===== config.mk =====
export PLATFORM = sky130hd
export DESIGN_NAME = mem_port_arbiter_flat
export DESIGN_NICKNAME = d
export VERILOG_FILES = /design/src/rtl/mem_port_arbiter_pkg.sv /design/src/rtl/mem_port_arbiter_if.sv /design/src/rtl/mem_port_arbiter_starve_counter.sv /design/src/rtl/mem_port_arbiter.sv /design/src/flat_wrapper.sv
export SDC_FILE = /design/constraint.sdc
export NUM_CORES = 1
export LEC_CHECK = 0
export CAP_MARGIN = 20
export CORE_AREA = 2 2 106 108
export CTS_BUF_LIST = sky130_fd_sc_hd__clkbuf_16
export DETAILED_ROUTE_END_ITERATION = 12
export DIE_AREA = 0 0 108 110
export SLEW_MARGIN = 20
export SYNTH_ARGS = -nofsm -noshare
export SYNTH_HDL_FRONTEND = slang
export SYNTH_SLANG_ARGS = --single-unit

===== constraint.sdc =====
create_clock -name clk -period 1.87 [get_ports clk]
set_clock_uncertainty 0.1 [all_clocks]
set_input_delay 0.187 -clock clk [delete_from_list [all_inputs] [get_ports clk]]
set_output_delay 0.187 -clock clk [all_outputs]
set_load 0.02 [all_outputs]

===== src/rtl/mem_port_arbiter_pkg.sv =====
// rtl/mem_port_arbiter_pkg.sv - shared types and constants for the memory port arbiter
package mem_port_arbiter_pkg;

   // Owner of the access issued in the previous cycle
   typedef enum logic [1:0] {
      IDLE    = 2'd0,
      BUSY_IF = 2'd1,
      BUSY_D  = 2'd2
   } arb_state_t;

   // Instruction fetches are always full-word accesses
   localparam logic [2:0] FUNCT3_WORD = 3'b010;

endpackage


===== src/rtl/mem_port_arbiter_if.sv =====
// rtl/mem_port_arbiter_if.sv - fetch, data and memory side signals of the arbiter
interface mem_port_arbiter_if #(
   parameter int ADDR_W = 32,
   parameter int DATA_W = 32
) ();

   logic              if_req;
   logic [ADDR_W-1:0] if_addr;
   logic [DATA_W-1:0] if_rdata;
   logic              if_valid;
   logic              if_stall;

   logic              d_req;
   logic              d_we;
   logic [ADDR_W-1:0] d_addr;
   logic [DATA_W-1:0] d_wdata;
   logic [2:0]        d_funct3;
   logic [DATA_W-1:0] d_rdata;
   logic              d_valid;
   logic              d_stall;

   logic              mem_en;
   logic              mem_we;
   logic [ADDR_W-1:0] mem_addr;
   logic [DATA_W-1:0] mem_wdata;
   logic [2:0]        mem_funct3;
   logic [DATA_W-1:0] mem_rdata;

   // Arbiter view
   modport slave (
      input  if_req, if_addr, d_req, d_we, d_addr, d_wdata, d_funct3, mem_rdata,
      output if_rdata, if_valid, if_stall, d_rdata, d_valid, d_stall,
      output mem_en, mem_we, mem_addr, mem_wdata, mem_funct3
   );

   // Requesters and memory view
   modport master (
      output if_req, if_addr, d_req, d_we, d_addr, d_wdata, d_funct3, mem_rdata,
      input  if_rdata, if_valid, if_stall, d_rdata, d_valid, d_stall,
      input  mem_en, mem_we, mem_addr, mem_wdata, mem_funct3
   );

endinterface


===== src/rtl/mem_port_arbiter_starve_counter.sv =====
// rtl/mem_port_arbiter_starve_counter.sv - saturating count of contested data wins
module mem_port_arbiter_starve_counter #(
   parameter int MAX_STARVE = 4,
   parameter int CW         = $clog2(MAX_STARVE + 1)
) (
   input  logic          clk,
   input  logic          reset,
   input  logic          inc,
   input  logic          clr,
   output logic [CW-1:0] cnt
);

   localparam logic [CW-1:0] CNT_MAX = CW'(MAX_STARVE);

   // Clear wins over increment; increment stops at the starvation limit
   always_ff @(posedge clk or negedge reset) begin
      if (!reset) begin
         cnt <= '0;
      end else if (clr) begin
         cnt <= '0;
      end else if (inc && (cnt != CNT_MAX)) begin
         cnt <= cnt + 1'b1;
      end
   end

endmodule


===== src/rtl/mem_port_arbiter.sv =====
// rtl/mem_port_arbiter.sv - single-port memory arbiter between fetch and load/store
module mem_port_arbiter
   import mem_port_arbiter_pkg::*;
#(
   parameter int ADDR_W     = 32,
   parameter int DATA_W     = 32,
   parameter int MAX_STARVE = 4
) (
   input logic             clk,
   input logic             reset,
   mem_port_arbiter_if.slave bus
);

   localparam int CW = $clog2(MAX_STARVE + 1);
   localparam logic [CW-1:0] CNT_MAX = CW'(MAX_STARVE);

   arb_state_t        state;
   arb_state_t        state_nxt;
   logic              if_elig;
   logic              d_elig;
   logic              contested;
   logic              starve_hit;
   logic              grant_if;
   logic              grant_d;
   logic [CW-1:0]     starve_cnt;
   logic [ADDR_W-1:0] addr_mux;
   logic [DATA_W-1:0] wdata_mux;

   // Eligibility and grant: data wins a contest unless fetch has waited its limit
   always_comb begin
      if_elig    = bus.if_req && (state != BUSY_IF);
      d_elig     = bus.d_req && (state != BUSY_D);
      contested  = if_elig && d_elig;
      starve_hit = (starve_cnt == CNT_MAX);
      grant_if   = if_elig && (!d_elig || starve_hit);
      grant_d    = d_elig && (!if_elig || !starve_hit);
   end

   mem_port_arbiter_starve_counter #(
      .MAX_STARVE (MAX_STARVE),
      .CW         (CW)
   ) u_starve (
      .clk   (clk),
      .reset (reset),
      .inc   (contested && grant_d),
      .clr   (grant_if),
      .cnt   (starve_cnt)
   );

   // State records who owns the access whose response lands next cycle
   always_ff @(posedge clk or negedge reset) begin
      if (!reset) begin
         state <= IDLE;
      end else begin
         state <= state_nxt;
      end
   end

   // Next owner follows this cycle's grant
   always_comb begin
      state_nxt = IDLE;
      if (grant_if) begin
         state_nxt = BUSY_IF;
      end else if (grant_d) begin
         state_nxt = BUSY_D;
      end
   end

   // Memory request mux; everything zero when nothing is granted
   always_comb begin
      addr_mux       = '0;
      wdata_mux      = '0;
      bus.mem_funct3 = 3'b000;
      bus.mem_we     = 1'b0;
      if (grant_if) begin
         addr_mux       = bus.if_addr;
         bus.mem_funct3 = FUNCT3_WORD;
      end else if (grant_d) begin
         addr_mux       = bus.d_addr;
         wdata_mux      = bus.d_wdata;
         bus.mem_funct3 = bus.d_funct3;
         bus.mem_we     = bus.d_we;
      end
      bus.mem_en    = grant_if || grant_d;
      bus.mem_addr  = addr_mux;
      bus.mem_wdata = wdata_mux;
   end

   // Response steering and stalls toward the pipeline
   always_comb begin
      bus.if_valid = (state == BUSY_IF);
      bus.d_valid  = (state == BUSY_D);
      bus.if_rdata = bus.if_valid ? bus.mem_rdata : '0;
      bus.d_rdata  = bus.d_valid ? bus.mem_rdata : '0;
      bus.if_stall = bus.if_req && !bus.if_valid;
      bus.d_stall  = bus.d_req && !bus.d_valid;
   end

endmodule


===== src/flat_wrapper.sv =====
// flat-port wrapper written by rule: the top's interface ports become plain ports
module mem_port_arbiter_flat import mem_port_arbiter_pkg::*;
#(
   parameter int ADDR_W     = 32,
   parameter int DATA_W     = 32,
   parameter int MAX_STARVE = 4
)
  (clk, reset, bus_if_req, bus_if_addr, bus_d_req, bus_d_we, bus_d_addr, bus_d_wdata, bus_d_funct3, bus_mem_rdata, bus_if_rdata, bus_if_valid, bus_if_stall, bus_d_rdata, bus_d_valid, bus_d_stall, bus_mem_en, bus_mem_we, bus_mem_addr, bus_mem_wdata, bus_mem_funct3);
  mem_port_arbiter_if #(.ADDR_W(ADDR_W), .DATA_W(DATA_W)) bus_i ();
  input logic clk;
  input logic reset;
  input wire logic [$bits(bus_i.if_req)-1:0] bus_if_req;
  input wire logic [$bits(bus_i.if_addr)-1:0] bus_if_addr;
  input wire logic [$bits(bus_i.d_req)-1:0] bus_d_req;
  input wire logic [$bits(bus_i.d_we)-1:0] bus_d_we;
  input wire logic [$bits(bus_i.d_addr)-1:0] bus_d_addr;
  input wire logic [$bits(bus_i.d_wdata)-1:0] bus_d_wdata;
  input wire logic [$bits(bus_i.d_funct3)-1:0] bus_d_funct3;
  input wire logic [$bits(bus_i.mem_rdata)-1:0] bus_mem_rdata;
  output wire logic [$bits(bus_i.if_rdata)-1:0] bus_if_rdata;
  output wire logic [$bits(bus_i.if_valid)-1:0] bus_if_valid;
  output wire logic [$bits(bus_i.if_stall)-1:0] bus_if_stall;
  output wire logic [$bits(bus_i.d_rdata)-1:0] bus_d_rdata;
  output wire logic [$bits(bus_i.d_valid)-1:0] bus_d_valid;
  output wire logic [$bits(bus_i.d_stall)-1:0] bus_d_stall;
  output wire logic [$bits(bus_i.mem_en)-1:0] bus_mem_en;
  output wire logic [$bits(bus_i.mem_we)-1:0] bus_mem_we;
  output wire logic [$bits(bus_i.mem_addr)-1:0] bus_mem_addr;
  output wire logic [$bits(bus_i.mem_wdata)-1:0] bus_mem_wdata;
  output wire logic [$bits(bus_i.mem_funct3)-1:0] bus_mem_funct3;
  assign bus_i.if_req = bus_if_req;
  assign bus_i.if_addr = bus_if_addr;
  assign bus_i.d_req = bus_d_req;
  assign bus_i.d_we = bus_d_we;
  assign bus_i.d_addr = bus_d_addr;
  assign bus_i.d_wdata = bus_d_wdata;
  assign bus_i.d_funct3 = bus_d_funct3;
  assign bus_i.mem_rdata = bus_mem_rdata;
  assign bus_if_rdata = bus_i.if_rdata;
  assign bus_if_valid = bus_i.if_valid;
  assign bus_if_stall = bus_i.if_stall;
  assign bus_d_rdata = bus_i.d_rdata;
  assign bus_d_valid = bus_i.d_valid;
  assign bus_d_stall = bus_i.d_stall;
  assign bus_mem_en = bus_i.mem_en;
  assign bus_mem_we = bus_i.mem_we;
  assign bus_mem_addr = bus_i.mem_addr;
  assign bus_mem_wdata = bus_i.mem_wdata;
  assign bus_mem_funct3 = bus_i.mem_funct3;
  mem_port_arbiter #(.ADDR_W(ADDR_W), .DATA_W(DATA_W), .MAX_STARVE(MAX_STARVE)) u_core (.clk(clk), .reset(reset), .bus(bus_i));
endmodule

Word-level counts from Yosys, hierarchy flattened

Cells that the tools add are included.

Mux-type cells: 14
$add $sub $neg: 1
Equal/unequal tests: 6
Reductions and logical operators: 18

Operators with widths:

| kind                | number |
|---|---|
| $mux 32             | 6 |
| $mux 3              | 4 |
| $logic_and 1x1->1   | 9 |
| $logic_not 1->1     | 5 |
| $mux 2              | 2 |
| $add 3x1->3 const B | 1 |
| $eq 3x3->1 const B  | 1 |
| $logic_or 1x1->1    | 3 |
| $ne 3x3->1 const B  | 1 |
| $eq 2x1->1 const B  | 1 |
| $eq 2x2->1 const B  | 1 |
| $mux 1              | 2 |
| $ne 2x1->1 const B  | 1 |
| $ne 2x2->1 const B  | 1 |
| $reduce_bool 2->1   | 1 |

Word-level logic and storage cells: 41
Output and inout port bits: 137
Register bits: 5
Input port bits: 136

Depth between registers and ports, before layout

Word-level depth: 9
Mapped depth: 8
Mapped depth without buffers: 5

Cells and area by module

Synthesis repeated with hierarchy kept, for this count alone.

Cell total of the unflattened synthesis: 180
Area total of the unflattened synthesis: 1,363.8 um^2

By module, submodules not included:

| module                          | instances | seq. area each (um^2) | cells an instance | area each (um^2) |
|---|---|---|---|---|
| mem_port_arbiter                | 1         | 50.0                  | 163               | 1,169.9 |
| mem_port_arbiter_starve_counter | 1         | 75.1                  | 17                | 193.9 |

Worst setup path after synthesis

OpenSTA, ideal clock, no wires.

Kind: register -> output
Start: register u_core.u_starve.cnt[0]
End: output bus_mem_addr[10]
Required time: 1,583 ps
Data arrival time: 1,556 ps
Setup slack: 27 ps
Stages on the path, launching flop included: 7
Path through: dfrtp_1 inv_1 ha_1 a21boi_1 a211oi_4 buf_6 a22o_1

Cells in the longest elaborated chain, start to end: 6
Elaborated cells between the ends (all ways): 8
Those cells by class: eq/ne (1); mux (2); reduce/logical (5)

RTL lines:

| item                     | RTL line                              | text |
|---|---|---|
| start: declaration       | mem_port_arbiter_starve_counter.sv:10 | `output logic [CW-1:0] cnt` |
| start signal: assignment | mem_port_arbiter_starve_counter.sv:22 | `cnt <= cnt + 1'b1;` |
| $eq 3x3->1 *             | mem_port_arbiter.sv:34                | `starve_hit = (starve_cnt == CNT_MAX);` |
| $logic_not 1->1          | mem_port_arbiter.sv:36                | `grant_d = d_elig && (!if_elig \|\| !starve_hit);` |
| $logic_or 1x1->1         | mem_port_arbiter.sv:36                |  |
| $logic_and 1x1->1        | mem_port_arbiter.sv:36                |  |
| $mux 32                  | mem_port_arbiter.sv:78                | `end else if (grant_d) begin` |
| $mux 32 *                | mem_port_arbiter.sv:75                | `if (grant_if) begin` |
| end: declaration         | flat_wrapper.sv:28                    | `output wire logic [$bits(bus_i.mem_addr)-1:0] bus_mem_addr;` |

Mark *: on every way between the ends. The rest lies on a longest branch, timed or not.

Final worst setup path

Start: register u_core.u_starve.cnt[0]
End: output bus_mem_addr[13]

The elaborated chain is that of the path after synthesis.

==> impl_metrics.tcl <==
set metrics [dict create \
    status "finished with violations" \
    violations "setup timing" \
    cts_root_buf "clkbuf_16" \
    die_x_um 108 \
    ant_nets 0 \
    yosys.area.top_type "and2_1" \
    port_buffers 272 \
    grt_use_total_pct 14.0 \
    vias 2579 \
    synth_compound_area_share_pct 26.6 \
    fin_area_um2 5170 \
    first_pass_iters 4 \
    num_rows 38 \
    yosys_warnings 0 \
    synth_top_flop_cell "dfrtp_1" \
    setup_tns_ns -11.38 \
    slew-limit-headroom_pct 81.9 \
    clk_pin_slew_ns 0.03 \
    wl_per_cell_um 16.7 \
    syn_area_um2 1330 \
    syn_to_final_growth_pct 289 \
    grt_max_degree 37 \
    critPathMaxFanout 7 \
    muxShareOfSynthArea_pct 0 \
    grt_pass1_wl_um 13200 \
    p_leak_nw 2.37 \
    hpwl_um 7170 \
    synth-adder-area-share_pct 1.88 \
    clock_sink_count 5 \
    grtUsageMet2_pct 29.9 \
    gr-total-overflow 0 \
    syn_avg_cell_area_um2 7.26 \
    hold_buffers 0 \
    ys_ff_latch 5 \
    grtUsageMet1_pct 13.4 \
    cts_tree "built" \
    htree_levels 1 \
    cts_buffer_depth 2 \
    rsz0062_at_grt "yes" \
    synth-xor-area-share_pct 0 \
    synth_top_area_share_pct 46.6 \
    whs_ns 0.0806 \
    fp.coreArea_um2 10700 \
    ff2ff_path_depth 9 \
    startpoint_type "register" \
    synth.most_common_cell "and2_1" \
    layout_min_cycle_time_ns 2.09 \
    cp-end-kind "output port" \
    synth_top_family_by_area "simple AND/OR/NAND/NOR gates" \
    boundaryPins 273 \
    insertion_delay_ns 0.22 \
    fin_nets 625 \
    multiInputGateArea_um2 1280 \
    insertedDiodeCount 0 \
    gp_congestion 0.753 \
    seq_area_um2 125 \
    synthTopCellsByCount "and2_1 (99), a22o_1 (32), clkbuf_1 (8)" \
    async_reset_ff_share_pct 100 \
    die_h_um 110 \
    synth_edf_count 0 \
    finalHoldViolations 0 \
    place_ws_ns -0.618 \
    remaining_drc_errors 0 \
    drive_gt1_share_pct 52.9 \
    grt_use_met3_pct 3.88 \
    fill_cells 1031 \
    die-area_um2 11900 \
    fin_crit_sh_pct 112 \
    yosysUniqueCellTypes 24 \
    syn_nets 321 \
    power_w 0.00274 \
    first_global_vias 2541 \
    max_freq_mhz 479 \
    reg2reg_slack_ns 0.14 \
    setup_viol 100 \
    path_class "reg2out" \
    peakVddDrop_mv 0.347 \
    initial_core_util_pct 12.4 \
    cp.required_ns 1.58 \
    grt.busiest_layer "met2" \
    drt_iter0_markers 72 \
    worstMarginPinSlew_ns 0.273 \
    synth_seq_area_share_pct 9.42 \
    viasPerCell 4.12 \
    syn_inst 183 \
    grt_antenna_before_repair 0 \
    hold_class "in2async" \
    ys_top_cells_by_area "and2_1 (47%), a22o_1 (21%), dfrtp_1 (9.4%), buf_6 (5.1%), clkbuf_1 (2.3%)" \
    placed_area_um2 4280 \
    finalWirelength_um 10400 \
    synth_simple_gate_area_share_pct 51.5 \
    power.density_nw_per_um2 531 \
    slew_viol_final 0 \
    cp.arrival_ns 1.80 \
    cap_viol_max_count 0 \
    timing.final.ws_setup_ns -0.217 \
    numCtsBuffers 3 \
]
-- critical path, cell delays in order (launching register included) --
cell	delay, ns
dfrtp_1	0.38
inv_2	0.07
ha_4	0.15
nand4_1	0.09
and4_4	0.26
buf_12	0.15
clkbuf_16	0.15
a22o_1	0.19
buf_6	0.13
-- final timing paths --
check                                             from                      to
worst max register to register  u_core.u_starve.cnt[0]  u_core.u_starve.cnt[1]
worst min-delay path                             reset  u_core.u_starve.cnt[2]
worst max-delay path            u_core.u_starve.cnt[0]        bus_mem_addr[13]
worst min register to register  u_core.u_starve.cnt[2]  u_core.u_starve.cnt[2]
min in group clk                u_core.u_starve.cnt[2]  u_core.u_starve.cnt[2]
max in group asynchronous                        reset  u_core.u_starve.cnt[0]
-- area by class of cell --
type	instances	area share (%)
clock buffer	3	1.45
sequential	5	2.42
tap	140	3.39
timing repair buffer	317	67.4
clock inverter	1	0.0727
multi-input combinational	154	24.7
inverter	6	0.557
-- repair_timing --
| item | in CTS | in global routing |
|---|---|---|
| cloned | 7 | 7 |
| pin swaps | 19 | 52 |
| setup buffers | 7 | 9 |
| endpoints found under the setup margin | 137 | 136 |
| resized for setup | 632 | 176 |
-- cells by family after synthesis --
| family | count (synthesis) |
|---|---|
| compound gates | 42 |
| fa+ha+maj | 2 |
| buf+inv | 24 |
| flops | 5 |
| simple gates | 110 |
-- sequential cells by signal, summed over array words and instances (netlist names) --
name,count
u_core.state,2
u_core.u_starve.cnt,3
-- power by group --
part           switching (W)  internal, W
clock network      0.0000634     0.000276
logic               0.000937      0.00132
registers          0.0000166     0.000129
total                0.00102      0.00172
-- metal layers --
metal,vias up,routed length [um]
li1,1230,-
met1,1171,3220
met2,174,6010
met3,4,1130
met4,0,66
met5,-,0
-- cells in the final DEF, fill, tap and decap left out, types with 2 or more instances in the layout --
master,synthesis,layout
clkbuf_2,1,14
a22o_1,32,32
buf_12,0,5
inv_2,1,2
nand4_1,2,2
buf_16,0,6
clkdlybuf4s15_2,0,17
clkdlybuf4s15_1,0,3
dlygate4sd2_1,0,2
clkbuf_16,0,10
buf_8,0,2
dfrtp_1,5,5
o21ai_0,4,4
inv_1,5,3
and2_4,0,66
buf_6,6,108
clkdlybuf4s50_1,0,135
a21oi_1,2,2
and2_1,99,33
buf_4,0,18
-- metrics by stage --
step	std cells	utilization, %
2_1_floorplan	183	-
3_3_place_gp	594	40.0
3_5_place_dp	594	40.0
4_1_cts	612	42.8
5_1_grt	626	48.3
6_report	626	48.3
(Power assumes the default switching activity.)
